`config.mk`:
```
export PLATFORM = sky130hd
export DESIGN_NAME = fanout_branch_sequencer
export DESIGN_NICKNAME = d
export VERILOG_FILES = /design/src/rtl/fanout_branch_sequencer.sv
export SDC_FILE = /design/constraint.sdc
export NUM_CORES = 1
export LEC_CHECK = 0
export ABC_AREA = 1
export CAP_MARGIN = 20
export CORE_MARGIN = 2
export CORE_UTILIZATION = 40
export CTS_BUF_LIST = sky130_fd_sc_hd__clkbuf_4
export DETAILED_ROUTE_END_ITERATION = 16
export PLACE_DENSITY = 0.61
export SLEW_MARGIN = 20
export SYNTH_ARGS = -nofsm -noshare
export SYNTH_HDL_FRONTEND = slang
export SYNTH_SLANG_ARGS = --single-unit
```
`constraint.sdc`:
```
create_clock -name clk -period 2.22 [get_ports clk]
set_clock_uncertainty 0.05 [all_clocks]
set_input_delay 0.222 -clock clk [delete_from_list [all_inputs] [get_ports clk]]
set_output_delay 0.222 -clock clk [all_outputs]
set_load 0.01 [all_outputs]
```
`src/rtl/fanout_branch_sequencer.sv`:
```
`default_nettype none
// +--------------------------------------------------------------------------+
// | fanout_branch_sequencer: staggered on/off sequencing of buffer branches   |
// | Rev 1.0                                                                   |
// +--------------------------------------------------------------------------+
module fanout_branch_sequencer #(
  parameter int NUM_BRANCHES = 4,
  parameter int STAGGER      = 3,
  parameter int GW           = 4
) (
  input  logic                    clk,
  input  logic                    rst,
  input  logic                    en_req,
  input  logic [NUM_BRANCHES-1:0] branch_mask,
  output logic [NUM_BRANCHES-1:0] branch_en,
  output logic                    busy,
  output logic                    all_on,
  output logic                    all_off,
  output logic                    done
);

  typedef enum logic [1:0] {
    S_OFF       = 2'd0,
    S_RAMP_UP   = 2'd1,
    S_ON        = 2'd2,
    S_RAMP_DOWN = 2'd3
  } state_t;

  localparam logic [GW-1:0] c_g_max = GW'(STAGGER - 1);
  localparam logic [GW-1:0] c_g_one = GW'(1);

  state_t                  state_q, state_d;
  logic [NUM_BRANCHES-1:0] en_q, en_d;
  logic [NUM_BRANCHES-1:0] mask_q, mask_d;
  logic [GW-1:0]           g_q, g_d;
  logic                    done_q, done_d;
  logic                    busy_q, all_on_q, all_off_q;
  logic                    w_allowed;
  logic [NUM_BRANCHES-1:0] w_up_bit, w_dn_bit, w_first_bit;

  function automatic logic [NUM_BRANCHES-1:0] lowest_bit(input logic [NUM_BRANCHES-1:0] v);
    lowest_bit = '0;
    for (int i = NUM_BRANCHES - 1; i >= 0; i--) begin
      if (v[i]) lowest_bit = NUM_BRANCHES'(1) << i;
    end
  endfunction

  function automatic logic [NUM_BRANCHES-1:0] highest_bit(input logic [NUM_BRANCHES-1:0] v);
    highest_bit = '0;
    for (int i = 0; i < NUM_BRANCHES; i++) begin
      if (v[i]) highest_bit = NUM_BRANCHES'(1) << i;
    end
  endfunction

  assign w_allowed   = (g_q == c_g_max);
  assign w_up_bit    = lowest_bit(mask_q & ~en_q);
  assign w_dn_bit    = highest_bit(en_q);
  assign w_first_bit = lowest_bit(branch_mask);

  always_comb begin
    state_d = state_q;
    en_d    = en_q;
    mask_d  = mask_q;
    done_d  = 1'b0;

    case (state_q)
      S_OFF: begin
        if (en_req && (branch_mask != '0) && w_allowed) begin
          mask_d  = branch_mask;
          en_d    = w_first_bit;
          state_d = (w_first_bit == branch_mask) ? S_ON : S_RAMP_UP;
          done_d  = (w_first_bit == branch_mask);
        end
      end
      S_RAMP_UP, S_RAMP_DOWN: begin
        if (en_req) begin
          state_d = S_RAMP_UP;
          if (w_allowed) begin
            en_d = en_q | w_up_bit;
            if ((en_q | w_up_bit) == mask_q) begin
              state_d = S_ON;
              done_d  = 1'b1;
            end
          end
        end else begin
          state_d = S_RAMP_DOWN;
          if (w_allowed) begin
            en_d = en_q & ~w_dn_bit;
            if ((en_q & ~w_dn_bit) == '0) begin
              state_d = S_OFF;
              done_d  = 1'b1;
            end
          end
        end
      end
      default: begin
        if (!en_req && w_allowed) begin
          en_d    = en_q & ~w_dn_bit;
          state_d = ((en_q & ~w_dn_bit) == '0) ? S_OFF : S_RAMP_DOWN;
          done_d  = ((en_q & ~w_dn_bit) == '0);
        end
      end
    endcase

    // The latched mask only lives for one power-up/power-down cycle.
    if (state_d == S_OFF) mask_d = '0;

    if (en_d != en_q)     g_d = '0;
    else if (w_allowed)   g_d = g_q;
    else                  g_d = g_q + c_g_one;
  end

  always_ff @(posedge clk or posedge rst) begin
    if (rst) begin
      state_q   <= S_OFF;
      en_q      <= '0;
      mask_q    <= '0;
      g_q       <= c_g_max;
      done_q    <= 1'b0;
      busy_q    <= 1'b0;
      all_on_q  <= 1'b0;
      all_off_q <= 1'b1;
    end else begin
      state_q   <= state_d;
      en_q      <= en_d;
      mask_q    <= mask_d;
      g_q       <= g_d;
      done_q    <= done_d;
      busy_q    <= (state_d == S_RAMP_UP) || (state_d == S_RAMP_DOWN);
      all_on_q  <= (state_d == S_ON);
      all_off_q <= (state_d == S_OFF);
    end
  end

  assign branch_en = en_q;
  assign busy      = busy_q;
  assign all_on    = all_on_q;
  assign all_off   = all_off_q;
  assign done      = done_q;

endmodule
`default_nettype wire

```
==> results of run 1 <==
report_power, final:
part	total (mW)	internal (mW)	switching (mW)	leakage [nW]
sequential	0.571	0.443	0.128	0.223
combinational	0.913	0.356	0.557	0.525
clock	0.177	0.0655	0.111	0.0154
worst register-to-register path: cells and delay by family (launching register included):
kind          cells  cell delay [ns]
simple gates     10             1.01
flops             1             0.58
fa+ha+maj         1             0.26
logic make-up after synthesis:
group           Yosys count  synth area share, %
xor+xnor                  3                 2.09
fa+ha+maj                 2                 1.99
buf+inv                  32                 10.2
simple gates            107                 40.9
compound gates           20                 8.84
flops                    18                 35.9
placed cells by master (no fill, tap or decap), types with 4 or more instances in the layout:
| master | n |
|---|---|
| clkdlybuf4s50_1 | 14 |
| nand3_2 | 4 |
| nand2_1 | 53 |
| o22ai_1 | 4 |
| nand4_1 | 4 |
| dfrtp_1 | 16 |
| nand3_1 | 24 |
| inv_1 | 27 |
| o21ai_0 | 9 |
| nor2_1 | 13 |
layer usage:
metal,track usage [%],share of wire (%),vias to the layer above
met3,1.95,5.7,4
met1,27.0,45,597
met4,6.98,0.87,0
li1,-,-,625
met2,35.1,48,40
met5,0,0,-
state kept, by name, indices dropped and copies added (netlist names):
signal,flops
state_q,2
mask_q,4
all_off,1
all_on,1
branch_en,4
g_q,4
done,1
busy,1
stage by stage:
stage,cell area [sq um],std cells,total power [mW]
after global placement,1450,240,1.46
final,1480,244,1.66
after floorplan,1260,182,1.19
after global routing,1480,244,1.81
after CTS,1480,244,1.65
after detailed placement,1450,240,1.48
worst max path at each step:
stage / from / endpoint / slack [ns] / cells past startpoint
after global routing: g_q[1] / g_q[0] / 0.03 / 11
after CTS: g_q[1] / g_q[0] / 0.16 / 11
after floorplan: g_q[1] / all_on / 0.45 / 10
after detailed placement: g_q[1] / g_q[0] / 0.20 / 11
final: g_q[1] / g_q[0] / 0.23 / 11
after global placement: g_q[1] / all_on / 0.29 / 10
what timing repair did:
action                                  in CTS  in global routing
gates resized for setup                      0                  1
hold buffers                                 0                  0
endpoints found under the setup margin       0                  3
layout make-up:
cell class	count	share of cell area [%]
Sequential cell	18	30.5
Inverter	30	7.59
Tap cell	44	3.71
Clock inverter	1	0.253
Multi-Input combinational cell	132	45.9
Clock buffer	3	1.52
Timing Repair Buffer	16	10.5
==> flow_summary.ini, run 1 <==
[yosys]
synth_nets = 191
synth-edff-count = 0
synth_top_cell_area_share_pct = 31.8
synth_top_area_cell = dfrtp_1
seq_area_frac_synth_pct = 35.9
ys_seq_elements = 18
synth_cell_types = 26
avgSynthCellArea_sq_um = 6.92
synth_area_leaders = dfrtp_1 32%, nand2_1 16%, nand3_1 9.5%, inv_1 8.0%, dfstp_2 4.2%
yosys_warnings = 0
synthFlopType = dfrtp_1
ys_async_sr_fraction_pct = 100
synth_common_cells = 53 x nand2_1, 27 x inv_1, 24 x nand3_1
yosys.cell_count.top_type = nand2_1
syn_area_sq_mm = 0.00126
syn_inst = 182

[run]
cap_violations = 0

[status]
status = complete, no violations

[sta]
timing.final.crit_share_pct = 89.5
worstMarginPinSlew_ns = 0.702
relSlewSlack_pct = 53.2
tns_ns = 0
finalSetupViolCount = 0
fmax_ghz = 0.503
rsz0062_at_grt = no
setup_ws_ns = 0.234
fin_crit_ns = 1.99
maxSlewViolCount = 0
hold_slack_ns = 0.261
hold_violations = 0

[placement]
dpl.hpwl_mm = 2.53
port_buffers = 14
gp_congestion = 0.886
pre_cts_slack_ns = 0.197

[cts]
cts_buffers = 3
clock_latency_ns = 0.30
numClockSinks = 18
cts_max_level = 1
clk_pin_slew_worst_paths_ns = 0.12
cts_tree = yes
cts_setup_buffers = 0
root_buffer = clkbuf_4
cts_buffer_depth = 2

[die]
row_count = 20
coreArea_sq_mm = 0.00303
die_w_um = 60.1
initial_core_util_pct = 41.6
die_y_um = 60.1
ios = 15
dieArea_sq_mm = 0.00362

[final_layout]
layout.nets = 210
layout-drive-gt1-share_pct = 10.5
final_core_util_pct = 49.0
multi_input_area_sq_um = 681
syn2layout_area_growth_pct = 17.7
regArea_sq_um = 453
n_fill_cell = 289
n_antenna_cell = 0

[drt]
routed_wl_mm = 3.21
routed_via_density = 5.19
postRouteAntennaNets = 0
drt_iter0_drc = 68
drc = 0
first_pass_iters = 5
vias = 1266
routedWlPerCell_um = 13.1

[setup_path]
worst_ep_required_time_ns = 2.39
slowest_delay_ns = 0.58
end_kind = register
cp_common_cell = nand2_1
arrival_ns = 2.15
reg2reg_depth = 11
start_kind = register
crit_buf_inv = 0
reg2reg_to = g_q[0]
critPathMaxFanout = 5
worstReg2RegStart = g_q[1]
cp_slowest_cell = dfstp_2
r2r_slack_ns = 0.23
crit_type = reg2reg
crit_family = simple AND/OR/NAND/NOR gates
crit_chain = ha_2 > nand2_2 > nor2_4 > nand3_2 > nand2_1 > nand3_1 > nand3_1 > nand2_1 > nand2_1 > nand2_1 > nor3_1

[global_routing]
gr-total-overflow = 0
track_usage_pct = 20.6
grt_pass1_vias = 1197
antenna_found_initial = 0
grt_max_degree = 19
grt_pass1_wl_mm = 5.48

[pwr]
p_leak_nw = 0.763
ir_drop_uv = 353
power_density_mw_per_mm2 = 1120

[worst_hold_path]
hp-class = in2async
Note: power is estimated with default switching activity, not from simulation.
==> inputs of run 2 (changes only) <==
CORE_UTILIZATION = 55   (was 40)
CTS_BUF_LIST = unset   (was sky130_fd_sc_hd__clkbuf_4)
CTS_CLUSTER_SIZE = 25   (was unset)
PLACE_DENSITY = 0.8   (was 0.61)
==> flow_summary.ini, run 2 (same netlist as run 1, synthesis figures left out) <==
[status]
status = complete, no violations

[die]
row_count = 17
coreArea_sq_mm = 0.00219
dieArea_sq_mm = 0.00269
die_y_um = 51.9
ios = 15
initial_core_util_pct = 57.5
die_w_um = 51.9

[final_layout]
layout-drive-gt1-share_pct = 10.6
layout.nets = 208
final_common_cell = nand2_1
fin_area_sq_mm = 0.00146
n_fill_cell = 201
final_cells = 226
n_antenna_cell = 0
final_cell_mix = 53 x nand2_1, 27 x inv_1, 24 x nand3_1
syn2layout_area_growth_pct = 16.1

[setup_path]
worst_ep_required_time_ns = 2.36
r2r_slack_ns = 0.22
worstReg2RegStart = g_q[1]
critPathMaxFanout = 5
end_kind = register
crit_type = reg2reg
reg2reg_depth = 10
arrival_ns = 2.13
start_kind = register
reg2reg_to = all_on

[cts]
clk_pin_slew_worst_paths_ns = 0.11
cts_buffers = 3
numClockSinks = 18
clock_latency_ns = 0.30
cts_buffer_depth = 2
cts_tree = yes
root_buffer = clkbuf_4
cts_max_level = 1
hold_buffers = 0

[sta]
timing.final.crit_share_pct = 90.0
maxSlewViolCount = 0
relSlewSlack_pct = 55.1
hold_violations = 0
worstMarginPinSlew_ns = 0.673
setup_ws_ns = 0.223
tns_ns = 0
fmax_ghz = 0.501
finalSetupViolCount = 0
rsz0062_at_grt = no
fin_crit_ns = 2.00

[pwr]
total_power_mw = 1.67
ir_drop_uv = 842
power_density_mw_per_mm2 = 1140
p_leak_nw = 0.759

[run]
cap_violations = 0

[drt]
postRouteAntennaNets = 0
vias = 1219
drc = 0
routed_wl_mm = 2.85
routedWlPerCell_um = 12.6
first_pass_iters = 4
routed_via_density = 5.39
drt_iter0_drc = 59

[worst_hold_path]
hp-class = in2async

[placement]
dpl.hpwl_mm = 2.28
place_area_sq_mm = 0.00142
pre_cts_slack_ns = 0.141
gp_congestion = 1.03
port_buffers = 14
dp_cells = 222

[global_routing]
grt_pass1_wl_mm = 4.97
antenna_found_initial = 0
grt_pass1_vias = 1153
track_usage_pct = 25.6
grt_max_degree = 19
gr-total-overflow = 0
==> run 2: cell count changes in the layout (fill, tap and decap cells not counted) <==
| cell | before | now |
|---|---|---|
| buf_4 | 2 | 0 |
| clkbuf_8 | 0 | 1 |
| clkinv_1 | 1 | 0 |
| nor3_1 | 2 | 1 |
| nor3_2 | 0 | 1 |
==> run 2: worst max-delay path, cell delays in order (launching register included) <==
cell and delay, ns:
dfstp_2 0.58, ha_2 0.27, nand2_2 0.09, nor2_4 0.14, nand3_2 0.15, nor2_1 0.19, inv_2 0.08, o21ai_1 0.13
inv_1 0.07, nand2_2 0.08, a21oi_1 0.04
==> run 2: how the worst max path moves through the flow <==
stage          startpoint  endpoint  slack [ns]  cells past startpoint
2_1_floorplan      g_q[1]    all_on        0.45                     10
3_3_place_gp       g_q[1]    all_on        0.23                     10
3_5_place_dp       g_q[1]    g_q[1]        0.14                     11
4_1_cts            g_q[1]    g_q[1]        0.11                     11
5_1_grt            g_q[1]    g_q[0]        0.03                     11
6_report           g_q[1]    all_on        0.22                     10
==> run 2: cell type report <==
type,instances,area [sq um],area share (%)
sequential,18,453,31.0
clock buffer,4,36.3,2.48
timing repair buffer,14,140,9.58
tap,28,35.0,2.40
multi-input combinational,132,686,46.9
inverter,30,113,7.70
==> run 2: routing by layer <==
metal	vias to the layer above	wire [um]	GRT usage (%)
met5	-	0	0
met4	0	44	12.3
met3	5	188	3.45
met2	48	1360	43.2
met1	544	1250	31.9
li1	622	-	-
==> run 2: repair_timing <==
item | in CTS | in global routing
endpoints found under the setup margin | 0 | 3
gates resized for setup | 0 | 2
setup buffers | 0 | 0
==> run 2: through the flow <==
step | utilization [%] | hold slack (ns)
after floorplan | - | 0.109
after global placement | 64.8 | 0.497
after detailed placement | 64.8 | 0.489
after CTS | 66.4 | 0.286
after global routing | 66.8 | 0.323
final | 66.8 | 0.256
==> run 2: where the power goes <==
part	leakage (nW)	total [mW]	internal, mW	switching (mW)
Clock	0.0210	0.203	0.100	0.103
Combinational	0.515	0.898	0.347	0.551
Sequential	0.223	0.566	0.443	0.123
==> inputs of run 3 (changes only) <==
CAP_MARGIN = unset   (was 20)
CORE_MARGIN = unset   (was 2)
CTS_CLUSTER_SIZE = unset   (was 25)
==> flow_summary.ini, run 3 (same netlist as run 1, synthesis figures left out) <==
[status]
status = complete, no violations

[sta]
fin_crit_ns = 2.00
maxSlewViolCount = 0
hold_slack_ns = 0.278
tns_ns = 0
fmax_ghz = 0.501
hold_violations = 0
setup_ws_ns = 0.223
finalSetupViolCount = 0
worstMarginPinSlew_ns = 0.714
timing.final.crit_share_pct = 90.0
relSlewSlack_pct = 52.4
rsz0062_at_grt = no

[drt]
first_pass_iters = 4
drc = 0
postRouteAntennaNets = 0
routed_via_density = 5.61
routedWlPerCell_um = 13.8
drt_iter0_drc = 89
routed_wl_mm = 3.11
vias = 1267

[placement]
port_buffers = 14
dpl.hpwl_mm = 2.45
gp_congestion = 0.915
pre_cts_slack_ns = 0.251

[die]
ios = 15
die_w_um = 49.9
row_count = 16
dieArea_sq_mm = 0.00249
die_y_um = 49.9
initial_core_util_pct = 61.1
coreArea_sq_mm = 0.00206

[setup_path]
cp_common_cell = nand2_2
crit_buf_inv = 2
end_kind = register
arrival_ns = 2.14
crit_chain = ha_1 > nand2_2 > nor2_4 > nand3_2 > nor2_1 > inv_2 > o21ai_1 > inv_1 > nand2_2 > a21oi_1
start_kind = register
crit_family = simple AND/OR/NAND/NOR gates
slowest_delay_ns = 0.56
crit_type = reg2reg
critPathMaxFanout = 5
cp_slowest_cell = dfstp_2
worst_ep_required_time_ns = 2.36

[final_layout]
final_cell_mix = 53 x nand2_1, 27 x inv_1, 24 x nand3_1
n_fill_cell = 174
layout-drive-gt1-share_pct = 10.1
final_common_cell = nand2_1
n_antenna_cell = 0
final_core_util_pct = 70.9
layout.nets = 209
syn2layout_area_growth_pct = 16.0

[worst_hold_path]
hp-class = in2async

[cts]
clock_latency_ns = 0.31
cts_buffers = 3
numClockSinks = 18
cts_setup_buffers = 0
cts_tree = yes
clk_pin_slew_worst_paths_ns = 0.11
cts_max_level = 1
cts_resized = 0
cts_buffer_depth = 2
root_buffer = clkbuf_4
hold_buffers = 0

[pwr]
p_leak_nw = 0.765
power_density_mw_per_mm2 = 1150
ir_drop_uv = 804

[global_routing]
grt_pass1_wl_mm = 5.36
grt_max_degree = 19
track_usage_pct = 28.9
grt_pass1_vias = 1264
antenna_found_initial = 0
gr-total-overflow = 0

[run]
cap_violations = 0
-- run 3: cell count changes in the layout (fill, tap and decap cells not counted) --
cell	before	now
buf_4	0	1
ha_1	1	2
ha_2	1	0
nor3_1	1	2
nor3_2	1	0
-- run 3: area by class of cell --
type | instances | area, sq um | share of cell area [%]
multi-input combinational | 132 | 678 | 46.4
sequential | 18 | 453 | 31.0
timing repair buffer | 15 | 148 | 10.1
inverter | 30 | 113 | 7.71
clock buffer | 4 | 36.3 | 2.48
tap | 27 | 33.8 | 2.31
-- run 3: worst register-to-register path: cells and delay by family, from the launching register on --
kind	cells	cell delay, ns
buffers and inverters	2	0.17
AND/OR/NAND/NOR	5	0.64
AO/OA/AOI/OAI	2	0.17
flip-flops	1	0.56
adder cells (fa/ha/maj)	1	0.30
-- run 3: path summary, 6_finish.rpt --
kind	from	endpoint	slack (ns)	cells past startpoint
setup / recovery	g_q[1]	all_on	0.22	10
hold / removal	rst	mask_q[0]	0.28	2
setup reg to reg	g_q[1]	all_on	0.22	10
hold reg to reg	mask_q[2]	mask_q[2]	0.55	2
max in group asynchronous	rst	g_q[3]	1.38	2
min in group clk	branch_mask[3]	mask_q[3]	0.50	3
-- run 3: per-layer routing --
metal,part of all wire (%),vias up,global-route usage [%]
met5,0,-,0
met4,3.3,0,13.8
met3,7.8,15,4.63
met2,48,76,50.2
met1,41,554,34.2
li1,-,622,-
-- run 3: power by group --
| group | total [mW] | leakage, nW | switching (mW) | internal [mW] |
|---|---|---|---|---|
| logic | 0.898 | 0.521 | 0.554 | 0.344 |
| clock network | 0.210 | 0.0210 | 0.110 | 0.100 |
| registers | 0.567 | 0.223 | 0.123 | 0.444 |
-- run 3: per-stage QoR --
| stage | power (mW) | cell area, sq um | cells |
|---|---|---|---|
| 6_report | 1.67 | 1460 | 226 |
| 5_1_grt | 1.82 | 1460 | 226 |
| 4_1_cts | 1.67 | 1460 | 226 |
| 3_5_place_dp | 1.46 | 1430 | 222 |
| 3_3_place_gp | 1.43 | 1430 | 222 |
| 2_1_floorplan | 1.19 | 1260 | 182 |
==> edit 1 (settings of run 1) <==
The 4 states of `state_t` get a one-hot encoding in 4 bits.
--- a/src/rtl/fanout_branch_sequencer.sv
+++ b/src/rtl/fanout_branch_sequencer.sv
@@ -21,7 +21,7 @@
 
-  typedef enum logic [1:0] {
-    S_OFF       = 2'd0,
-    S_RAMP_UP   = 2'd1,
-    S_ON        = 2'd2,
-    S_RAMP_DOWN = 2'd3
+  typedef enum logic [3:0] {
+    S_OFF       = 4'b0001,
+    S_RAMP_UP   = 4'b0010,
+    S_ON        = 4'b0100,
+    S_RAMP_DOWN = 4'b1000
   } state_t;
Check against the original RTL: same outputs for any inputs over 10 cycles, from zero or initial values and one cycle with rst high; not proved beyond that.
==> edit 1 against run 1 <==
Clock power grew 70%. Sequential cell count grew 2. Critical path depth is the same. Sequential share of layout area shrank 1.6 points. Wire length grew 2.6%. Synthesized area grew 14%. Design area grew 17%. Combinational power grew 37%. Count of clock-buffer cells in the layout is the same. Core utilization grew 2.3 points. Power grew 31%. Non-clock buffer count grew 4. Worst setup slack lost 0.060 ns. Critical path type unchanged. Critical endpoint is now mask_q[2]. Largest cell class unchanged.
==> edit 1: results <==
group,metric,value,unit
run_status,status,"finished clean",
placement,place_congestion,0.9252,
logic_synthesis,synthTopCellsByCount,"62 x nand2_1, 34 x inv_1, 31 x nand3_1",
logic_synthesis,yosys-top-cells-area,"dfrtp_1 30%, nand2_1 16%, nand3_1 11%",
logic_synthesis,synth_nets,226,
finish,nets,250,
worst_setup_path,r2r_setup_slack,0.17,ns
placement,hpwl,2654,um
global_routing,grt.met1_usage,0.2375,
global_routing,grt_max_degree,21,
placement,pre_cts_ws,0.08926,ns
timing,worstMarginPinSlew,0.7500,ns
placement,dp_cells,281,
worst_setup_path,critPathSlowestCell,"dfrtp_1",
logic_synthesis,synth_adder_area_share,0.01742,
worst_setup_path,crit_arrival,2.21,ns
logic_synthesis,yosysUniqueCellTypes,25,
global_routing,grt_pass1_wl,5816,um
global_routing,grt.met2_usage,0.2982,
logic_synthesis,synth_compound_area_frac,0.06882,
pwr,comb_power_share,0.572,
drt,dr.pass1.iters,4,
drt,avgViaCountPerCell,4.850,
pwr,p_clk,301,uW
logic_synthesis,synth_seq_area_share,0.3510,
drt,route.met2.wl,1526,um
finish,drive_gt1_frac,0.1292,
worst_setup_path,r2r-start,"g_q[0]",
worst_setup_path,max_stage_delay,0.44,ns
global_routing,grt.met3_usage,0.04225,
pwr,p_int,1.157,mW
worst_setup_path,crit_end,"mask_q[2]",
drt,num_vias,1387,
global_routing,grt_pass1_vias,1270,
drt,wl_met3,177,um
drt,m1WireLength,1565,um
logic_synthesis,synthXorXnorAreaFrac,0.01829,
worst_setup_path,critPathMaxFanout,10,
drt,wire_per_inst,11.50,um
timing,period_minus_slack,2.046,ns
timing,holdWs,0.2795,ns
edit 1: area by class of cell:
| type | count | area, sq um | share of cell area |
|---|---|---|---|
| clock buffers | 3 | 22.52 | 0.01295 |
| clock inverters | 1 | 30.03 | 0.01727 |
| inverters | 35 | 131.4 | 0.07554 |
| multi-input cells | 161 | 808.3 | 0.4647 |
| flip-flops and latches | 20 | 504.2 | 0.2899 |
| well taps | 46 | 57.56 | 0.03309 |
| repair buffers | 20 | 185.2 | 0.1065 |
edit 1: kinds of logic (layout without fill, tap and decap cells):
kind of cell / Yosys count / in the layout
simple gates: 138 / 138
buf+inv: 36 / 59
fa+ha+maj: 2 / 2
flops: 20 / 20
compound gates: 18 / 18
xor+xnor: 3 / 3
edit 1: timing repair:
item,in CTS,in global routing
endpoints found under the setup margin,0,8
buffers inserted,0,1
gates resized for setup,0,4
edit 1: stage by stage:
stage	power [mW]	setup TNS (ns)
CTS	2.173	0
global placement	1.887	0
finish	2.178	0
global route	2.419	-0.005558
detailed placement	1.869	0
floorplan	1.520	0
==> edit 2 (flow settings as in run 1) <==
Without the edit above. The parameter `NUM_BRANCHES` goes from 4 to 5.
--- a/src/rtl/fanout_branch_sequencer.sv
+++ b/src/rtl/fanout_branch_sequencer.sv
@@ -6,3 +6,3 @@
 module fanout_branch_sequencer #(
-  parameter int NUM_BRANCHES = 4,
+  parameter int NUM_BRANCHES = 5,
   parameter int STAGGER      = 3,
Interface: changed (resized branch_en and branch_mask); port bits go from 15 to 17. No check against the original RTL was run, so the function may have changed too.
==> edit 2 against run 1 <==
Worst setup slack worse by 0.035 ns. Sequential cell count up 2. Wire length up 10%. Design area up 27%. Worst hold slack better by 0.024 ns. Count of clock-buffer cells in the layout unchanged. Synthesized area up 28%. Power up 23%.
==> edit 2: results <==
group,metric,value,unit
global_routing,grt_pass1_vias,1242,
worst_setup_path,critPathMaxFanout,6,
logic_synthesis,synthTopCellsByCount,"55 x nand2_1, 24 x nor2_1, 23 x inv_1, 23 x nand3_1, 18 x dfrtp_1",
clock_network,cts_buffer_depth,2,
clock_network,clock_latency,0.31,ns
worst_setup_path,r2r_setup_slack,0.20,ns
drt,drtIter0Drc,61,
finish,antenna_cells,0,
worst_setup_path,crit_arrival,2.22,ns
placement,hpwl,2877,um
worst_setup_path,r2r-end,"g_q[1]",
placement,port_buffers,16,
pwr,p_switching,988.2,uW
finish,nets,254,
clock_network,cts_root_buffer,"clkbuf_4",
logic_synthesis,yosysUniqueCellTypes,29,
worst_setup_path,critPathTopFamily,"simple AND/OR/NAND/NOR gates",
clock_network,post_cts_resized,0,
timing,maxSlewHeadroom,0.4804,
logic_synthesis,synth_nets,231,
clock_network,numCtsBuffers,3,
finish,drive_gt1_frac,0.2140,
worst_setup_path,reg2regPathDepth,12,
drt,num_vias,1412,
drt,wire_per_inst,12.06,um
run_status,status,"finished clean",
placement,place_congestion,0.8527,
logic_synthesis,dominantRegCellSynth,"dfrtp_1",
timing,holdWs,0.2851,ns
global_routing,track_usage,0.1783,
pwr,leakagePower,0.9572,nW
logic_synthesis,async_reset_ff_frac,1.000,
worst_setup_path,r2r-start,"g_q[1]",
clock_network,htree_levels,1,
hold_path,hold_class,"in2async",
global_routing,grt_max_degree,21,
logic_synthesis,synth_seq_area_share,0.3114,
logic_synthesis,yosys-top-cells-area,"dfrtp_1 28%, nand2_1 13%, nand3_1 7.1%",
pwr,ir_drop,0.5501,mV
global_routing,grt_pass1_wl,6016,um
==> edit 2: worst max path at each step <==
stage	start	end	slack, ns	depth (start not counted)
2_1_floorplan	g_q[1]	g_q[0]	0.42	10
3_3_place_gp	branch_mask[1]	mask_q[4]	0.13	9
3_5_place_dp	branch_mask[1]	mask_q[4]	0.10	9
4_1_cts	g_q[1]	g_q[0]	0.18	12
5_1_grt	g_q[1]	g_q[1]	0.008	12
6_report	g_q[1]	g_q[1]	0.20	12
==> edit 2: cell type report <==
| cell class | instances | area [sq um] |
|---|---|---|
| fill | 397 | 2063 |
| multi-input combinational | 167 | 982.2 |
| sequential | 20 | 503.0 |
| timing repair buffer | 18 | 175.2 |
| inverter | 34 | 130.1 |
| tap | 50 | 62.56 |
| clock buffer | 3 | 22.52 |
| clock inverter | 1 | 3.754 |
==> edit 2: cell families after synthesis <==
| group | after synthesis | synth area share |
|---|---|---|
| flip-flops | 20 | 0.3114 |
| AND/OR/NAND/NOR | 140 | 0.4849 |
| AO/OA/AOI/OAI | 22 | 0.09141 |
| buffers and inverters | 34 | 0.08055 |
| XOR/XNOR | 3 | 0.01627 |
| adder cells (fa/ha/maj) | 2 | 0.01549 |
==> edit 2: power by group through the flow <==
stage          Sequential (mW)  Combinational, mW  Clock, mW
2_1_floorplan            0.687              0.842          0
3_3_place_gp             0.680               1.19          0
3_5_place_dp             0.682               1.19          0
4_1_cts                  0.674               1.20      0.196
5_1_grt                  0.697               1.35      0.209
6_report                 0.674               1.19      0.182
==> edit 2: metrics by stage <==
step	worst slack [ns]	power (mW)	std cells	area, sq um	util
after global placement	0.1301	1.873	289	1853	0.4700
after floorplan	0.4191	1.528	221	1615	-
after global routing	0.008449	2.259	293	1879	0.4767
final	0.1989	2.043	293	1879	0.4767
after detailed placement	0.1050	1.873	289	1853	0.4700
after CTS	0.1811	2.069	293	1879	0.4767
==> edit 2: routing by layer <==
metal | up-vias | GRT usage | wire length [um]
li1 | 750 | - | -
met1 | 626 | 0.2541 | 1703
met2 | 28 | 0.2610 | 1594
met3 | 8 | 0.04667 | 165
met4 | 0 | 0.05612 | 70
met5 | - | 0 | 0
